## src/rtl/eth_phy_10g_rx_link_mon_pkg.sv

```systemverilog
// rtl/eth_phy_10g_rx_link_mon_pkg.sv - shared constants and helpers for the 10GBASE-R RX link monitor
package eth_phy_10g_rx_link_mon_pkg;

    localparam logic [1:0] SYNC_DATA = 2'b01;
    localparam logic [1:0] SYNC_CTRL = 2'b10;

    // Counter preload for an N-cycle interval; a zero-length interval still lasts one cycle.
    function automatic int floor_dec(input int n);
        return (n > 0) ? n - 1 : 0;
    endfunction

endpackage

```

## src/rtl/eth_phy_10g_rx_link_mon_if.sv

```systemverilog
// rtl/eth_phy_10g_rx_link_mon_if.sv - SERDES/decoder-side signal bundle for the RX link monitor
interface eth_phy_10g_rx_link_mon_if #(
    parameter int HDR_W = 2
);
    logic [HDR_W-1:0] serdes_rx_hdr;
    logic             serdes_rx_hdr_valid;
    logic             rx_bad_block;
    logic             rx_sequence_error;
    logic             serdes_rx_bitslip;
    logic             serdes_rx_reset_req;
    logic             rx_block_lock;
    logic             rx_high_ber;
    logic             rx_status;

    modport master (
        output serdes_rx_hdr, serdes_rx_hdr_valid, rx_bad_block, rx_sequence_error,
        input  serdes_rx_bitslip, serdes_rx_reset_req, rx_block_lock, rx_high_ber, rx_status
    );

    modport slave (
        input  serdes_rx_hdr, serdes_rx_hdr_valid, rx_bad_block, rx_sequence_error,
        output serdes_rx_bitslip, serdes_rx_reset_req, rx_block_lock, rx_high_ber, rx_status
    );
endinterface

```

## src/rtl/taxi_eth_phy_10g_rx_ber_mon.sv

```systemverilog
// rtl/taxi_eth_phy_10g_rx_ber_mon.sv - high bit-error-rate detection over fixed 125 us windows
module taxi_eth_phy_10g_rx_ber_mon
    import eth_phy_10g_rx_link_mon_pkg::*;
#(
    parameter int HDR_W       = 2,
    parameter int COUNT_125US = 19531
) (
    input  logic             clk,
    input  logic             rst,
    input  logic [HDR_W-1:0] hdr_i,
    input  logic             hdr_valid_i,
    output logic             high_ber_o
);
    localparam int TIME_W = $clog2(COUNT_125US + 1);

    logic [TIME_W-1:0] time_count_q, time_count_d;
    logic [3:0]        ber_count_q, ber_count_d;
    logic              high_ber_q, high_ber_d;
    logic              hdr_ok;

    assign hdr_ok = (hdr_i == SYNC_DATA) || (hdr_i == SYNC_CTRL);

    always_comb begin
        time_count_d = time_count_q;
        ber_count_d  = ber_count_q;
        high_ber_d   = high_ber_q;
        if (time_count_q != '0) time_count_d = time_count_q - TIME_W'(1);
        if (hdr_valid_i) begin
            if (hdr_ok) begin
                if (ber_count_q != 4'd15 && time_count_q == '0) high_ber_d = 1'b0;
            end else if (ber_count_q == 4'd15) begin
                high_ber_d = 1'b1;
            end else begin
                ber_count_d = ber_count_q + 4'd1;
                if (time_count_q == '0) high_ber_d = 1'b0;
            end
        end
        // Window rollover wins over any error counted in the same cycle.
        if (time_count_q == '0) begin
            ber_count_d  = '0;
            time_count_d = TIME_W'(COUNT_125US);
        end
    end

    always_ff @(posedge clk) begin
        if (rst) begin
            time_count_q <= TIME_W'(COUNT_125US);
            ber_count_q  <= '0;
            high_ber_q   <= 1'b0;
        end else begin
            time_count_q <= time_count_d;
            ber_count_q  <= ber_count_d;
            high_ber_q   <= high_ber_d;
        end
    end

    assign high_ber_o = high_ber_q;
endmodule

```

## src/rtl/taxi_eth_phy_10g_rx_frame_sync.sv

```systemverilog
// rtl/taxi_eth_phy_10g_rx_frame_sync.sv - 64b/66b block lock acquisition with bitslip control
module taxi_eth_phy_10g_rx_frame_sync
    import eth_phy_10g_rx_link_mon_pkg::*;
#(
    parameter int HDR_W               = 2,
    parameter int BITSLIP_HIGH_CYCLES = 1,
    parameter int BITSLIP_LOW_CYCLES  = 7
) (
    input  logic             clk,
    input  logic             rst,
    input  logic [HDR_W-1:0] hdr_i,
    input  logic             hdr_valid_i,
    output logic             bitslip_o,
    output logic             block_lock_o
);
    localparam int SLIP_HI = floor_dec(BITSLIP_HIGH_CYCLES);
    localparam int SLIP_LO = floor_dec(BITSLIP_LOW_CYCLES);
    localparam int SLIP_W  = $clog2(((SLIP_HI > SLIP_LO) ? SLIP_HI : SLIP_LO) + 2);

    logic [5:0]        sh_count_q, sh_count_d;
    logic [3:0]        sh_invalid_count_q, sh_invalid_count_d;
    logic [SLIP_W-1:0] bitslip_count_q, bitslip_count_d;
    logic              bitslip_q, bitslip_d;
    logic              lock_q, lock_d;
    logic              hdr_ok;

    assign hdr_ok = (hdr_i == SYNC_DATA) || (hdr_i == SYNC_CTRL);

    always_comb begin
        sh_count_d         = sh_count_q;
        sh_invalid_count_d = sh_invalid_count_q;
        bitslip_count_d    = bitslip_count_q;
        bitslip_d          = bitslip_q;
        lock_d             = lock_q;
        // While a slip is in progress the SERDES output is unsettled, so headers are not counted.
        if (bitslip_count_q != '0) begin
            bitslip_count_d = bitslip_count_q - SLIP_W'(1);
        end else if (bitslip_q) begin
            bitslip_d       = 1'b0;
            bitslip_count_d = SLIP_W'(SLIP_LO);
        end else if (hdr_valid_i) begin
            sh_count_d = sh_count_q + 6'd1;
            if (hdr_ok) begin
                if (sh_count_q == 6'd63) begin
                    sh_count_d         = '0;
                    sh_invalid_count_d = '0;
                    if (sh_invalid_count_q == '0) lock_d = 1'b1;
                end
            end else begin
                sh_invalid_count_d = sh_invalid_count_q + 4'd1;
                if (!lock_q || sh_invalid_count_q == 4'd15) begin
                    sh_count_d         = '0;
                    sh_invalid_count_d = '0;
                    lock_d             = 1'b0;
                    bitslip_d          = 1'b1;
                    bitslip_count_d    = SLIP_W'(SLIP_HI);
                end else if (sh_count_q == 6'd63) begin
                    sh_count_d         = '0;
                    sh_invalid_count_d = '0;
                end
            end
        end
    end

    always_ff @(posedge clk) begin
        if (rst) begin
            sh_count_q         <= '0;
            sh_invalid_count_q <= '0;
            bitslip_count_q    <= '0;
            bitslip_q          <= 1'b0;
            lock_q             <= 1'b0;
        end else begin
            sh_count_q         <= sh_count_d;
            sh_invalid_count_q <= sh_invalid_count_d;
            bitslip_count_q    <= bitslip_count_d;
            bitslip_q          <= bitslip_d;
            lock_q             <= lock_d;
        end
    end

    assign bitslip_o    = bitslip_q;
    assign block_lock_o = lock_q;
endmodule

```

## src/rtl/taxi_eth_phy_10g_rx_watchdog.sv

```systemverilog
// rtl/taxi_eth_phy_10g_rx_watchdog.sv - link status qualification and SERDES RX reset request
module taxi_eth_phy_10g_rx_watchdog
    import eth_phy_10g_rx_link_mon_pkg::*;
#(
    parameter int HDR_W       = 2,
    parameter int COUNT_125US = 19531
) (
    input  logic             clk,
    input  logic             rst,
    input  logic [HDR_W-1:0] hdr_i,
    input  logic             hdr_valid_i,
    input  logic             bad_block_i,
    input  logic             sequence_error_i,
    input  logic             block_lock_i,
    input  logic             high_ber_i,
    output logic             reset_req_o,
    output logic             status_o
);
    localparam int TIME_W = $clog2(COUNT_125US + 1);

    logic [TIME_W-1:0] time_count_q, time_count_d;
    logic [3:0]        error_count_q, error_count_d;
    logic [3:0]        status_count_q, status_count_d;
    logic [9:0]        block_err_count_q, block_err_count_d;
    logic              saw_ctrl_q, saw_ctrl_d;
    logic              status_q, status_d;
    logic              reset_req_q, reset_req_d;
    logic              unused_high_ber;

    assign unused_high_ber = high_ber_i;

    always_comb begin
        time_count_d      = time_count_q;
        error_count_d     = error_count_q;
        status_count_d    = status_count_q;
        block_err_count_d = block_err_count_q;
        saw_ctrl_d        = saw_ctrl_q;
        status_d          = status_q;
        reset_req_d       = 1'b0;
        if (block_lock_i) begin
            if (hdr_valid_i && hdr_i == SYNC_CTRL) saw_ctrl_d = 1'b1;
            if ((bad_block_i || sequence_error_i) && block_err_count_q != 10'd1023)
                block_err_count_d = block_err_count_q + 10'd1;
        end else begin
            status_d       = 1'b0;
            status_count_d = '0;
        end
        if (time_count_q != '0) begin
            time_count_d = time_count_q - TIME_W'(1);
        end else begin
            time_count_d = TIME_W'(COUNT_125US);
            // A window is good only if control blocks were seen and the error count did not saturate.
            if (!saw_ctrl_q || block_err_count_q == 10'd1023) begin
                error_count_d  = error_count_q + 4'd1;
                status_count_d = '0;
            end else begin
                error_count_d = '0;
                if (status_count_q != 4'd15) status_count_d = status_count_q + 4'd1;
            end
            if (error_count_q == 4'd15) begin
                error_count_d = '0;
                reset_req_d   = 1'b1;
            end
            if (status_count_q == 4'd15 && block_lock_i) status_d = 1'b1;
            saw_ctrl_d        = 1'b0;
            block_err_count_d = '0;
        end
    end

    always_ff @(posedge clk) begin
        if (rst) begin
            time_count_q      <= TIME_W'(COUNT_125US);
            error_count_q     <= '0;
            status_count_q    <= '0;
            block_err_count_q <= '0;
            saw_ctrl_q        <= 1'b0;
            status_q          <= 1'b0;
            reset_req_q       <= 1'b0;
        end else begin
            time_count_q      <= time_count_d;
            error_count_q     <= error_count_d;
            status_count_q    <= status_count_d;
            block_err_count_q <= block_err_count_d;
            saw_ctrl_q        <= saw_ctrl_d;
            status_q          <= status_d;
            reset_req_q       <= reset_req_d;
        end
    end

    assign reset_req_o = reset_req_q;
    assign status_o    = status_q;
endmodule

```

## src/rtl/eth_phy_10g_rx_link_mon.sv

```systemverilog
// rtl/eth_phy_10g_rx_link_mon.sv - 10GBASE-R RX link monitor: frame sync, BER monitor and watchdog
module eth_phy_10g_rx_link_mon
    import eth_phy_10g_rx_link_mon_pkg::*;
#(
    parameter int HDR_W               = 2,
    parameter int BITSLIP_HIGH_CYCLES = 1,
    parameter int BITSLIP_LOW_CYCLES  = 7,
    parameter int COUNT_125US         = $rtoi(125000 / 6.4)
) (
    input  logic                          clk,
    input  logic                          rst,
    eth_phy_10g_rx_link_mon_if.slave      rx
);
    if (HDR_W != 2) begin : g_hdr_w_check
        $fatal(1, "HDR_W must be 2");
    end

    logic block_lock;
    logic high_ber;

    taxi_eth_phy_10g_rx_frame_sync #(
        .HDR_W               (HDR_W),
        .BITSLIP_HIGH_CYCLES (BITSLIP_HIGH_CYCLES),
        .BITSLIP_LOW_CYCLES  (BITSLIP_LOW_CYCLES)
    ) u_frame_sync (
        .clk          (clk),
        .rst          (rst),
        .hdr_i        (rx.serdes_rx_hdr),
        .hdr_valid_i  (rx.serdes_rx_hdr_valid),
        .bitslip_o    (rx.serdes_rx_bitslip),
        .block_lock_o (block_lock)
    );

    taxi_eth_phy_10g_rx_ber_mon #(
        .HDR_W       (HDR_W),
        .COUNT_125US (COUNT_125US)
    ) u_ber_mon (
        .clk         (clk),
        .rst         (rst),
        .hdr_i       (rx.serdes_rx_hdr),
        .hdr_valid_i (rx.serdes_rx_hdr_valid),
        .high_ber_o  (high_ber)
    );

    taxi_eth_phy_10g_rx_watchdog #(
        .HDR_W       (HDR_W),
        .COUNT_125US (COUNT_125US)
    ) u_watchdog (
        .clk              (clk),
        .rst              (rst),
        .hdr_i            (rx.serdes_rx_hdr),
        .hdr_valid_i      (rx.serdes_rx_hdr_valid),
        .bad_block_i      (rx.rx_bad_block),
        .sequence_error_i (rx.rx_sequence_error),
        .block_lock_i     (block_lock),
        .high_ber_i       (high_ber),
        .reset_req_o      (rx.serdes_rx_reset_req),
        .status_o         (rx.rx_status)
    );

    assign rx.rx_block_lock = block_lock;
    assign rx.rx_high_ber   = high_ber;
endmodule

```

## src/flat_wrapper.sv

```systemverilog
// flat-port wrapper written by rule: the top's interface ports become plain ports
module eth_phy_10g_rx_link_mon_flat import eth_phy_10g_rx_link_mon_pkg::*;
#(
    parameter int HDR_W               = 2,
    parameter int BITSLIP_HIGH_CYCLES = 1,
    parameter int BITSLIP_LOW_CYCLES  = 7,
    parameter int COUNT_125US         = $rtoi(125000 / 6.4)
)
  (clk, rst, rx_serdes_rx_hdr, rx_serdes_rx_hdr_valid, rx_rx_bad_block, rx_rx_sequence_error, rx_serdes_rx_bitslip, rx_serdes_rx_reset_req, rx_rx_block_lock, rx_rx_high_ber, rx_rx_status);
  eth_phy_10g_rx_link_mon_if #(.HDR_W(HDR_W)) rx_i ();
  input  logic clk;
  input  logic rst;
  input wire logic [$bits(rx_i.serdes_rx_hdr)-1:0] rx_serdes_rx_hdr;
  input wire logic [$bits(rx_i.serdes_rx_hdr_valid)-1:0] rx_serdes_rx_hdr_valid;
  input wire logic [$bits(rx_i.rx_bad_block)-1:0] rx_rx_bad_block;
  input wire logic [$bits(rx_i.rx_sequence_error)-1:0] rx_rx_sequence_error;
  output wire logic [$bits(rx_i.serdes_rx_bitslip)-1:0] rx_serdes_rx_bitslip;
  output wire logic [$bits(rx_i.serdes_rx_reset_req)-1:0] rx_serdes_rx_reset_req;
  output wire logic [$bits(rx_i.rx_block_lock)-1:0] rx_rx_block_lock;
  output wire logic [$bits(rx_i.rx_high_ber)-1:0] rx_rx_high_ber;
  output wire logic [$bits(rx_i.rx_status)-1:0] rx_rx_status;
  assign rx_i.serdes_rx_hdr = rx_serdes_rx_hdr;
  assign rx_i.serdes_rx_hdr_valid = rx_serdes_rx_hdr_valid;
  assign rx_i.rx_bad_block = rx_rx_bad_block;
  assign rx_i.rx_sequence_error = rx_rx_sequence_error;
  assign rx_serdes_rx_bitslip = rx_i.serdes_rx_bitslip;
  assign rx_serdes_rx_reset_req = rx_i.serdes_rx_reset_req;
  assign rx_rx_block_lock = rx_i.rx_block_lock;
  assign rx_rx_high_ber = rx_i.rx_high_ber;
  assign rx_rx_status = rx_i.rx_status;
  eth_phy_10g_rx_link_mon #(.HDR_W(HDR_W), .BITSLIP_HIGH_CYCLES(BITSLIP_HIGH_CYCLES), .BITSLIP_LOW_CYCLES(BITSLIP_LOW_CYCLES), .COUNT_125US(COUNT_125US)) u_core (.clk(clk), .rst(rst), .rx(rx_i));
endmodule
```

## config.mk

```make
export PLATFORM = sky130hd
export DESIGN_NAME = eth_phy_10g_rx_link_mon_flat
export DESIGN_NICKNAME = d
export VERILOG_FILES = /design/src/rtl/eth_phy_10g_rx_link_mon_pkg.sv /design/src/rtl/eth_phy_10g_rx_link_mon_if.sv /design/src/rtl/taxi_eth_phy_10g_rx_ber_mon.sv /design/src/rtl/taxi_eth_phy_10g_rx_frame_sync.sv /design/src/rtl/taxi_eth_phy_10g_rx_watchdog.sv /design/src/rtl/eth_phy_10g_rx_link_mon.sv /design/src/flat_wrapper.sv
export SDC_FILE = /design/constraint.sdc
export NUM_CORES = 1
export LEC_CHECK = 0
export ABC_AREA = 0
export BUFFER_PORTS_ARGS = -buffer_cell sky130_fd_sc_hd__buf_4
export CAP_MARGIN = 20
export CORE_MARGIN = 2
export CORE_UTILIZATION = 30
export CTS_BUF_LIST = sky130_fd_sc_hd__clkbuf_8 sky130_fd_sc_hd__clkbuf_16
export CTS_CLUSTER_SIZE = 25
export DETAILED_ROUTE_END_ITERATION = 16
export PLACE_DENSITY = 0.47
export SLEW_MARGIN = 10
export SYNTH_ARGS = -nofsm -noshare
export SYNTH_HDL_FRONTEND = slang
export SYNTH_SLANG_ARGS = --single-unit
```

## constraint.sdc

```tcl
create_clock -name clk -period 2.35 [get_ports clk]
set_input_delay 0.235 -clock clk [delete_from_list [all_inputs] [get_ports clk]]
set_output_delay 0.235 -clock clk [all_outputs]
set_load 0.005 [all_outputs]
```

# Yosys cells after proc, flatten, opt, wreduce, memory -nomap -nowiden
# Index checks and enable logic that the tools add are counted.
# word_totals
ff_bits,71
mem_count,0
wordCells,108
in_bits,7
output_inout_bits,5
latch_bits,0
romBits,0
ram_bits,0
# op_classes
muxes,34
n_mul,0
bitwise_logic,5
n_reduce_logical,30
addsub,9
div_mod_pow,0
n_lt_le_gt_ge,0
eq_ne,15
shifts,0
# op_table
op,count
two-way mux 4 bit,10
nonzero test 15 bit,2
subtractor 15 x 1 -> 15 bit (second input constant),2
two-way mux 6 bit,3
adder 4 x 1 -> 4 bit (second input constant),4
== test 4 bit (second input constant),4
two-way mux 1 bit,16
zero test 15 bit,1
two-way mux 3 bit,5
AND reduction 3 bit,4
nonzero test 3 bit,4
adder 10 x 1 -> 10 bit (second input constant),1
== test 10 bit (second input constant),1
!= test 10 bit (second input constant),1
!= test 4 bit (second input constant),2
adder 6 x 1 -> 6 bit (second input constant),1
== test 6 bit (second input constant),1
!= test 2 x 1 -> 1 bit (second input constant),3
AND reduction 6 bit,1
OR reduction 2 bit,3
inverter 1 bit,5
logical AND 1 bit,4
zero test 4 bit,1
logical OR 1 bit,4
8 further kinds,10

# Longest topological paths before layout
# Gate-level depths: netlist (run 1).
# logic_depth
ltp_word,7
depth_mapped,8
ltp_nobuf,6

# By module
# From an unflattened synthesis (run 1), not the netlist that was laid out.
# unflattened
hier_cells,385
area_unflattened_um2,3459.6
# by_module_without_submodules
module,n_inst,area_each_um2,seq_area_each_um2,cells_each
taxi_eth_phy_10g_rx_watchdog,1,1715.4,720.7,194
taxi_eth_phy_10g_rx_ber_mon,1,923.4,400.4,99
taxi_eth_phy_10g_rx_frame_sync,1,820.8,300.3,92

# Worst setup path after synthesis (run 1)
# Ideal clock, no wire load.
# synth_path
path_kind,reg2reg
from,reg u_core.u_watchdog.time_count_q[0]
to,reg u_core.u_watchdog.block_err_count_q[3]
synth_period_minus_slack_ps,1918
t_required_ps,2233
t_arrival_ps,1801
path_buffers,2
setup_ps,117
stages_incl_launch_ff,9
path_slack_ps,432
path_cell_list,dfxtp_1 -> inv_1 -> ha_1 -> nor4b_2 -> nand4_2 -> nand2b_1 -> buf_2 -> buf_2 -> nor2_1
# synth_via
elab_chain_cells,3
# synth_rtl
item,line_no,text
from (decl),taxi_eth_phy_10g_rx_watchdog.sv:21,"logic [TIME_W-1:0] time_count_q, time_count_d;"
from (signal assigned),taxi_eth_phy_10g_rx_watchdog.sv:72,time_count_q <= TIME_W'(COUNT_125US);
from (signal assigned),taxi_eth_phy_10g_rx_watchdog.sv:80,time_count_q <= time_count_d;
nonzero test 15 bit,taxi_eth_phy_10g_rx_watchdog.sv:48,if (time_count_q != '0) begin
inverter 1 bit (no source line),--,
OR reduction 2 bit (no source line),--,
to (signal assigned),taxi_eth_phy_10g_rx_watchdog.sv:83,block_err_count_q <= block_err_count_d;
to (decl),taxi_eth_phy_10g_rx_watchdog.sv:24,"logic [9:0] block_err_count_q, block_err_count_d;"
# Every way passes these cells.
# A chain may end at the register's enable or synchronous reset.

# Worst setup path after layout (run 1)
# layout_path
from,reg u_core.u_watchdog.time_count_q[2]
to,reg u_core.u_watchdog.time_count_q[13]
# layout_via
elab_chain_cells,3
word_cells_on_any_way,4
classes_between,add/sub: 1; bitwise: 1; reduce/logical: 2
# layout_rtl
item
branches (longest 3 deep; another with subtractor 15 x 1 -> 15 bit)
# Several ways; the timed one is not identified.

==> results of run 1 <==
==> metal layers <==
layer | share of wire | GRT usage | vias to the layer above
met5 | 0 | 0 | -
met4 | 0.012 | 0.0348 | 0
met3 | 0.037 | 0.0494 | 6
met2 | 0.44 | 0.193 | 18
met1 | 0.51 | 0.155 | 1237
li1 | - | - | 1431
==> kinds of logic after synthesis <==
logic type,Yosys count
multiplexers,2
XOR/XNOR,32
flip-flops,71
AND/OR/NAND/NOR,174
buffers and inverters,23
AO/OA/AOI/OAI,71
adder cells (fa/ha/maj),13
==> worst register-to-register path, stage by stage, from the launching register on <==
cell	delay (ps)
dfxtp_1	360
or4_1	640
or3_4	390
or4_1	410
a21oi_1	140
==> power breakdown <==
| part | switching [mW] | internal [mW] |
|---|---|---|
| clock | 0.425 | 0.356 |
| sequential | 0.0470 | 1.26 |
| combinational | 0.215 | 0.158 |
==> layout by cell type (no fill, tap or decap), types with 2 or more instances in the layout <==
master	Yosys	routed
nand4b_1	2	2
a31oi_1	6	6
xnor2_1	16	16
and3_1	5	5
nand4bb_1	2	2
or3_1	7	7
clkbuf_8	0	9
inv_1	10	13
o21ai_0	13	13
nor2b_1	3	3
o21a_1	4	4
nor3_1	16	16
nor4b_1	2	2
dfxtp_1	71	71
nand2_1	32	32
a22o_1	3	3
nand3_1	18	18
buf_4	0	19
o31ai_1	4	4
a211oi_1	4	4
nand2b_1	7	7
and4_1	3	3
clkinv_2	0	2
nand4_1	11	11
nand3b_1	3	3
mux2i_1	2	2
xor2_1	16	16
a21boi_0	3	3
ha_1	13	13
a21oi_1	21	21
nor4_1	8	8
or4_1	4	4
nor2_1	39	39
nor3b_1	4	4
==> final cells by class <==
| class | count | share of cell area |
|---|---|---|
| clock buffers | 9 | 0.0325 |
| clock inverters | 5 | 0.00559 |
| inverters | 10 | 0.00986 |
| multi-input cells | 292 | 0.490 |
| flip-flops and latches | 71 | 0.373 |
| well taps | 140 | 0.0460 |
| repair buffers | 20 | 0.0427 |
==> path summary, 6_finish.rpt <==
check                                                       start                                 end  slack [ps]
worst max register to register  u_core.u_watchdog.time_count_q[2]  u_core.u_watchdog.time_count_q[13]         340
worst min register to register  u_core.u_watchdog.time_count_q[0]   u_core.u_watchdog.time_count_q[0]         410
worst max-delay path            u_core.u_watchdog.time_count_q[2]  u_core.u_watchdog.time_count_q[13]         340
worst min-delay path                       rx_serdes_rx_hdr_valid        u_core.u_watchdog.saw_ctrl_q         220
==> state kept, by name, indices dropped and copies added (netlist names) <==
| signal | cells |
|---|---|
| u_core.u_ber_mon.ber_count_q | 4 |
| u_core.u_ber_mon.high_ber_o | 1 |
| u_core.u_ber_mon.time_count_q | 15 |
| u_core.u_frame_sync.bitslip_count_q | 3 |
| u_core.u_frame_sync.bitslip_o | 1 |
| u_core.u_frame_sync.block_lock_o | 1 |
| u_core.u_frame_sync.sh_count_q | 6 |
| u_core.u_frame_sync.sh_invalid_count_q | 4 |
| u_core.u_watchdog.block_err_count_q | 10 |
| u_core.u_watchdog.error_count_q | 4 |
| u_core.u_watchdog.reset_req_o | 1 |
| u_core.u_watchdog.saw_ctrl_q | 1 |
| u_core.u_watchdog.status_count_q | 4 |
| u_core.u_watchdog.status_o | 1 |
| u_core.u_watchdog.time_count_q | 15 |
==> stage by stage <==
step / instances / setup slack, ps / hold WS [ps]
floorplan: 386 / 432 / 379
global placement: 533 / 378 / 391
detailed placement: 533 / 343 / 398
CTS: 547 / 315 / 206
global route: 547 / 241 / 235
finish: 547 / 345 / 219
==> metrics.txt, run 1 <==
status completed; Routability Congestion 0.746; clock sink count 71; RSZ-0062 raised after global routing no; post-route cell area between 3000 and 4000 µm²; Fin Setup TNS 0 ps; YS warnings 0; Static Leak approximately 1.4 nW; first-pass GRT wire length between 10 and 15 mm; core area ~11000 µm²; gr usage total 0.122; synthesized netlist cell count just under 400; Main synth FF type dfxtp_1; Clock Tree Buf Depth 2; adder-cell area share of the yosys netlist 0.0482; CTS resizes 0; gr ovfl total 0; critical path, cell by cell or4_1, or3_4, or4_1, a21oi_1; area fraction in compound gates after synthesis 0.137; Die Ht 110 µm; antenna violations before repair 0; drt pass-1 iters 4; post-DR wirelength/cell 12.2 µm; DIE WIDTH approximately 110 µm; crit-path max cell delay approximately 640 ps; fmax roughly 0.50 GHz; layout net count between 400 and 500; Seq cells post-synth 71; slowest CP cell or4_1; Critical Path RT 2640 ps; Hold Crit Depth 3; Syn Area/Cell ~8.7 µm²; postcts setup bufs 0; Clk Latency, worst-skew pair approximately 350 ps; post-layout util 0.350; clock root cell clkbuf_8; Syn Nets approximately 410; Post-Synth Simple-Gate Area 0.278; H-tree depth 3; CP top delay family simple AND/OR/NAND/NOR gates; endpoints failing hold 0; fill count 1136; EDFF count, synth 0; Mapped Area around 3400 µm²; count leader, synth dfxtp_1; hold_buf cts 0; crit path DAT ~2300 ps; CP most frequent cell or4_1; reg2reg path depth 4; Max-Cap Viols 0; final total power approximately 2.5 mW; Hold WC Path Type input port to flop; area fraction of the dominant cell type after synthesis 0.421; Seq/Total Area, Yosys 0.421; Vias/cell roughly 4.9; DRT Wirelength between 6 and 7 mm; min cycle time layout 2010 ps; Post-synth ARST share 0; xor/xnor cell area share of the yosys netlist 0.0830; Area contributors post-synth dfxtp_1 42%, ha_1 4.8%, nor2_1 4.3%, xnor2_1 4.1%, xor2_1 4.1%; CP Max Fanout 6; Rows 38; starting density of the core 0.310; largest family of logic cells by synthesized area simple AND/OR/NAND/NOR gates; count of antenna-violating nets left after detailed routing 0; final slew viol count 0; DRT iter0 DRCs roughly 130; Pwr Density between 600 and 700 nW/µm²; Reg area 1420 µm²; Max transition margin 0.581; Crit path depth 4; largest net degree at the start of global routing 34; drc violations 0; CTS clk-pin slew, worst paths ~70 ps; Cell variety after synth 55; diode count 0; critical path endpoint category flop; critical path type flop to flop; vias in the first global route approximately 2500; worst slew pin tran approximately 630 ps; CTS tree done; share of layout cells above drive strength 1 0.0983; area of the multi-input gates between 1500 and 2000 µm²; Die Area between 10000 and 15000 µm²; Area Overhead vs Synth 12.7%; PortBufs 11; clk_skew between 9 and 10 ps; VDD IR-drop max between 300 and 400 µV; CTS Buf Count 9; Setup Viol. Count Final 0; I/O pin cnt 12; hpwl dp between 4 and 5 mm; post-route clock period utilization 0.853; Synth top cells by count 71 x dfxtp_1, 39 x nor2_1, 32 x nand2_1; via count between 2000 and 3000; area leader, netlist dfxtp_1; WP buf/inv 0; placed cell areas approximately 3700 µm²; Startpoint Class flop; mux cell area share after synthesis 0.00593
(Power assumes the default switching activity.)
==> inputs of run 2 (changes only) <==
CORE_UTILIZATION = 61   (was 30)
PLACE_DENSITY = 0.81   (was 0.47)
==> run 2 against run 1 <==
  * Global-route usage increased by 12 points
  * Fmax is 1.3% lower
  * Largest power group unchanged
  * Die area down 49%
  * First-iteration DRC count grew 5.6%
  * Worst hold slack gained 8.8 ps
  * Power increased by 9.4%
==> metrics.txt, run 2 (synthesis gave the netlist of run 1 again) <==
largest net degree at the start of global routing 34 (unchanged); Critical Path RT 2630 ps (was 2640 ps); Final WS setup 318 ps (was 345 ps); Fin Setup TNS 0 ps (unchanged); diode count 0 (unchanged); Routability Congestion 0.832 (was 0.746); post-layout util 0.695 (was 0.350); final total power 2.69 mW (was 2.46 mW); post-route clock period utilization 0.865 (was 0.853); fin cells 482 (was 547); sw frac 0.261 (was 0.280); hold_buf cts 0 (unchanged); crit path DAT 2310 ps (was 2290 ps); reg2reg path depth 4 (unchanged); antenna violations before repair 0 (unchanged); DIE WIDTH 78.4 µm (was 110 µm); first-pass GRT wire length 11.9 mm (was 11.6 mm); final slew viol count 0 (unchanged); Rows 27 (was 38); worst slack, placed 333 ps (was 343 ps); Max-Cap Viols 0 (unchanged); part of the power in combinational logic 0.141 (was 0.152); Area Overhead vs Synth 12.0% (was 12.7%); Setup Viol. Count Final 0 (unchanged); drc violations 0 (unchanged); Reg-to-Reg End u_core.u_watchdog.time_count_q[13] (unchanged); RSZ-0062 raised after global routing no (unchanged); starting density of the core 0.621 (was 0.310); clock sink count 71 (unchanged); CP most frequent cell or4_1 (unchanged); clock root cell clkbuf_8 (unchanged); Max transition margin 0.629 (was 0.581); clk_skew 10.3 ps (was 9.68 ps); commonest non-fill, non-tap cells in the layout 71 x dfxtp_1, 39 x nor2_1, 32 x nand2_1 (unchanged); via count 2797 (was 2692); min cycle time layout 2030 ps (was 2010 ps); Crit. Startpoint u_core.u_watchdog.time_count_q[2] (unchanged); Regs by FF count u_core.u_ber_mon.time_count_q x15, u_core.u_watchdog.time_count_q x15, u_core.u_watchdog.block_err_count_q x10 (unchanged); CTS Buf Count 9 (unchanged); DRT iter0 DRCs 132 (was 125); Die Ht 78.4 µm (was 110 µm); Seq pwr share 0.485 (was 0.530); status completed (unchanged); fmax 0.492 GHz (was 0.499 GHz); vias in the first global route 2700 (was 2538); Startpoint Class flop (unchanged); Pwr Density 711 nW/µm² (was 645 nW/µm²); placed cell areas 3570 µm² (was 3660 µm²); critical path endpoint category flop (unchanged); reg2reg start u_core.u_watchdog.time_count_q[2] (unchanged); DRT Wirelength 6.57 mm (was 6.69 mm); CP Max Fanout 6 (unchanged); worst slew pin tran 555 ps (was 626 ps); hpwl dp 4.57 mm (was 4.66 mm); Vias/cell 5.80 (was 4.92); count of antenna-violating nets left after detailed routing 0 (unchanged); H-tree depth 3 (unchanged); I/O pin cnt 12 (unchanged); post-DR wirelength/cell 13.6 µm (was 12.2 µm); gr usage total 0.242 (was 0.122); crit-path max cell delay 650 ps (was 640 ps); critical path, cell by cell or4_1, or3_4, or4_1, a21oi_1 (unchanged); share of layout cells above drive strength 1 0.107 (was 0.0983); PortBufs 11 (unchanged); Clk Latency, worst-skew pair 350 ps (about the same); CTS clk-pin slew, worst paths 70 ps (about the same); Clock Tree Buf Depth 2 (unchanged); Static Leak 1.41 nW (was 1.38 nW); post-route cell area 3780 µm² (was 3810 µm²); P_int 1.99 mW (was 1.77 mW); slowest CP cell or4_1 (unchanged); CTS tree done (unchanged); worst hold-check slack 228 ps (was 219 ps); Hold WC Path Type input port to flop (unchanged); core area 5440 µm² (was 10900 µm²); endpoints failing hold 0 (unchanged); VDD IR-drop max 656 µV (was 353 µV); Die Area 6150 µm² (was 12100 µm²); gr ovfl total 0 (unchanged); critical path type flop to flop (unchanged); drt pass-1 iters 4 (unchanged); most common cell after layout, fill and taps aside dfxtp_1 (unchanged); postcts setup bufs 0 (unchanged); CTS resizes 0 (unchanged); placed insts 466 (was 533); NetSw 702 µW (was 687 µW); Critical Path Sink u_core.u_watchdog.time_count_q[13] (unchanged); layout net count 425 (was 424); Clock Power Share 0.374 (was 0.318); reg2reg setup slack 320 ps (was 340 ps)
-- run 2: changes by cell type in the layout (fill, tap and decap cells not counted), sizes merged --
cell / before / now
buf: 20 / 21
bufinv: 0 / 1
clkbuf: 9 / 12
clkinv: 2 / 0
clkinvlp: 0 / 1
inv: 13 / 12
-- run 2: worst min path at each step --
stage	start	to	slack [ps]	cells after the start
detailed placement	u_core.u_watchdog.time_count_q[0]	u_core.u_watchdog.time_count_q[0]	410	1
floorplan	u_core.u_watchdog.time_count_q[0]	u_core.u_watchdog.time_count_q[0]	380	1
global route	rx_serdes_rx_hdr_valid	u_core.u_watchdog.saw_ctrl_q	250	3
global placement	u_core.u_watchdog.time_count_q[0]	u_core.u_watchdog.time_count_q[0]	390	1
finish	rx_serdes_rx_hdr_valid	u_core.u_watchdog.saw_ctrl_q	230	3
CTS	rx_serdes_rx_hdr_valid	u_core.u_watchdog.saw_ctrl_q	220	3
-- run 2: per-layer routing --
metal / track usage / vias to the layer above / part of all wire
met5: 0 / - / 0
met4: 0.0719 / 0 / 0.017
met3: 0.0805 / 11 / 0.033
met2: 0.391 / 46 / 0.48
met1: 0.307 / 1305 / 0.47
li1: - / 1435 / -
-- run 2: worst max-delay path: cells and delay by family (launching register included) --
| kind | cells | cell delay, ps |
|---|---|---|
| simple gates | 3 | 1440 |
| compound gates | 1 | 160 |
| flops | 1 | 360 |
-- run 2: area by class of cell --
| type | count | area (µm²) |
|---|---|---|
| multi-input cells | 292 | 1860 |
| inverters | 10 | 37.5 |
| clock inverters | 4 | 45.0 |
| repair buffers | 21 | 158 |
| clock buffers | 12 | 165 |
| well taps | 72 | 90.1 |
| flip-flops and latches | 71 | 1420 |
| fillers | 438 | 1660 |
-- run 2: power by group through the flow --
| stage | registers (mW) | logic (mW) | clock network [mW] |
|---|---|---|---|
| floorplan | 1.32 | 0.296 | 0 |
| global placement | 1.33 | 0.361 | 0 |
| detailed placement | 1.33 | 0.380 | 0 |
| CTS | 1.30 | 0.382 | 1.03 |
| global route | 1.31 | 0.432 | 1.08 |
| finish | 1.30 | 0.379 | 1.01 |
==> inputs of run 3 (changes only) <==
CORE_ASPECT_RATIO = 0.7   (was not set)
CORE_UTILIZATION = 55   (was 61)
PLACE_DENSITY = 0.74   (was 0.81)
==> run 3 against run 2 <==
  * Count of clock-buffer cells in the layout fell by 2
  * Combinational power fell by 3%
  * Sequential share of layout area rose by 0.23 points
  * Register-to-register slack improved by 30 ps
==> metrics.txt, run 3 (synthesis gave the netlist of run 1 again) <==
reg2reg path depth 4 (unchanged); RSZ-0062 raised after global routing no (unchanged); Fin Setup TNS 0 ps (unchanged); CTS Buf Count 9 (unchanged); clk_skew 5.86 ps (was 10.3 ps); Clock Tree Buf Depth 2 (unchanged); gr ovfl total 0 (unchanged); Startpoint Class flop (unchanged); clock root cell clkbuf_8 (unchanged); Die Area 6790 µm² (was 6150 µm²); vias in the first global route 2563 (was 2700); critical path endpoint category flop (unchanged); PortBufs 11 (unchanged); Rows 23 (was 27); commonest non-fill, non-tap cells in the layout 71 x dfxtp_1, 39 x nor2_1, 32 x nand2_1 (unchanged); post-DR wirelength/cell 13.9 µm (was 13.6 µm); DRT Wirelength 6.73 mm (was 6.57 mm); H-tree depth 3 (unchanged); Max-Cap Viols 0 (unchanged); Setup Viol. Count Final 0 (unchanged); Area Overhead vs Synth 11.3% (was 12.0%); Pwr Density 704 nW/µm² (was 711 nW/µm²); Hold WC Path Type input port to flop (unchanged); hpwl dp 4.58 mm (was 4.57 mm); Max transition margin 0.605 (was 0.629); worst slack, placed 370 ps (was 333 ps); Final WS setup 344 ps (was 318 ps); most common cell after layout, fill and taps aside dfxtp_1 (unchanged); layout net count 423 (was 425); post-route clock period utilization 0.854 (was 0.865); Clk Latency, worst-skew pair 350 ps (about the same); drc violations 0 (unchanged); fmax 0.499 GHz (was 0.492 GHz); drt pass-1 iters 4 (unchanged); status completed (unchanged); antenna violations before repair 0 (unchanged); hold_buf cts 0 (unchanged); Vias/cell 5.78 (was 5.80); clock sink count 71 (unchanged); final total power 2.64 mW (was 2.69 mW); postcts setup bufs 0 (unchanged); share of layout cells above drive strength 1 0.105 (was 0.107); Routability Congestion 0.773 (was 0.832); crit path DAT 2290 ps (was 2310 ps); I/O pin cnt 12 (unchanged); endpoints failing hold 0 (unchanged); core area 5810 µm² (was 5440 µm²); DIE WIDTH 97.7 µm (was 78.4 µm); via count 2793 (was 2797); min cycle time layout 2010 ps (was 2030 ps); CP Max Fanout 6 (unchanged); Static Leak 1.39 nW (was 1.41 nW); Critical Path RT 2630 ps (about the same); final slew viol count 0 (unchanged); Die Ht 69.6 µm (was 78.4 µm); CTS resizes 0 (unchanged); critical path type flop to flop (unchanged); DRT iter0 DRCs 121 (was 132); diode count 0 (unchanged); Regs by FF count u_core.u_ber_mon.time_count_q x15, u_core.u_watchdog.time_count_q x15, u_core.u_watchdog.block_err_count_q x10 (unchanged); gr usage total 0.208 (was 0.242); starting density of the core 0.581 (was 0.621); Hold Crit Depth 3 (unchanged); count of antenna-violating nets left after detailed routing 0 (unchanged); worst slew pin tran 590 ps (was 555 ps); VDD IR-drop max 472 µV (was 656 µV); largest net degree at the start of global routing 34 (unchanged); CTS clk-pin slew, worst paths 70 ps (about the same); first-pass GRT wire length 11.6 mm (was 11.9 mm); CTS tree done (unchanged)
run 3: cell types whose count changed in the layout (fill, tap and decap cells not counted):
cell	previous run	this run
buf_4	21	19
clkbuf_8	12	10
clkinv_2	0	2
clkinv_4	0	2
clkinvlp_4	1	0
inv_1	12	11
run 3: metrics by stage:
stage,hold WS [ps],std cells,area (µm²),utilization
after floorplan,379,386,3380,-
after global routing,248,483,3760,0.647
after detailed placement,405,467,3560,0.612
after CTS,224,483,3760,0.647
final,248,483,3760,0.647
after global placement,392,467,3560,0.612
run 3: layer usage:
layer | vias to the layer above | share of wire | global-route usage
li1 | 1437 | - | -
met1 | 1303 | 0.52 | 0.285
met2 | 44 | 0.43 | 0.310
met3 | 9 | 0.039 | 0.0776
met4 | 0 | 0.012 | 0.0571
met5 | - | 0 | 0
run 3: path summary, 6_finish.rpt:
path,startpoint,endpoint,slack [ps]
max reg2reg,u_core.u_watchdog.time_count_q[3],u_core.u_watchdog.time_count_q[13],340
min,rx_serdes_rx_hdr_valid,u_core.u_watchdog.saw_ctrl_q,250
min reg2reg,u_core.u_watchdog.time_count_q[0],u_core.u_watchdog.time_count_q[0],410
max,u_core.u_watchdog.time_count_q[3],u_core.u_watchdog.time_count_q[13],340
run 3: report_power, final:
group / internal (mW) / leakage, nW / total (mW) / switching, mW
logic: 0.157 / 0.710 / 0.369 / 0.213
registers: 1.26 / 0.575 / 1.30 / 0.0457
clock network: 0.515 / 0.107 / 0.974 / 0.459
total: 1.93 / 1.39 / 2.64 / 0.718
run 3: area by class of cell:
class | count | area [µm²]
well taps | 75 | 93.8
multi-input cells | 292 | 1860
fillers | 510 | 2050
clock inverters | 6 | 61.3
clock buffers | 10 | 138
repair buffers | 19 | 143
inverters | 10 | 37.5
flip-flops and latches | 71 | 1420
run 3: worst max-delay path: stages (launching register included):
cell and delay, ps:
dfxtp_1 360, or4_1 650, or3_4 380, or4_1 400
a21oi_1 150
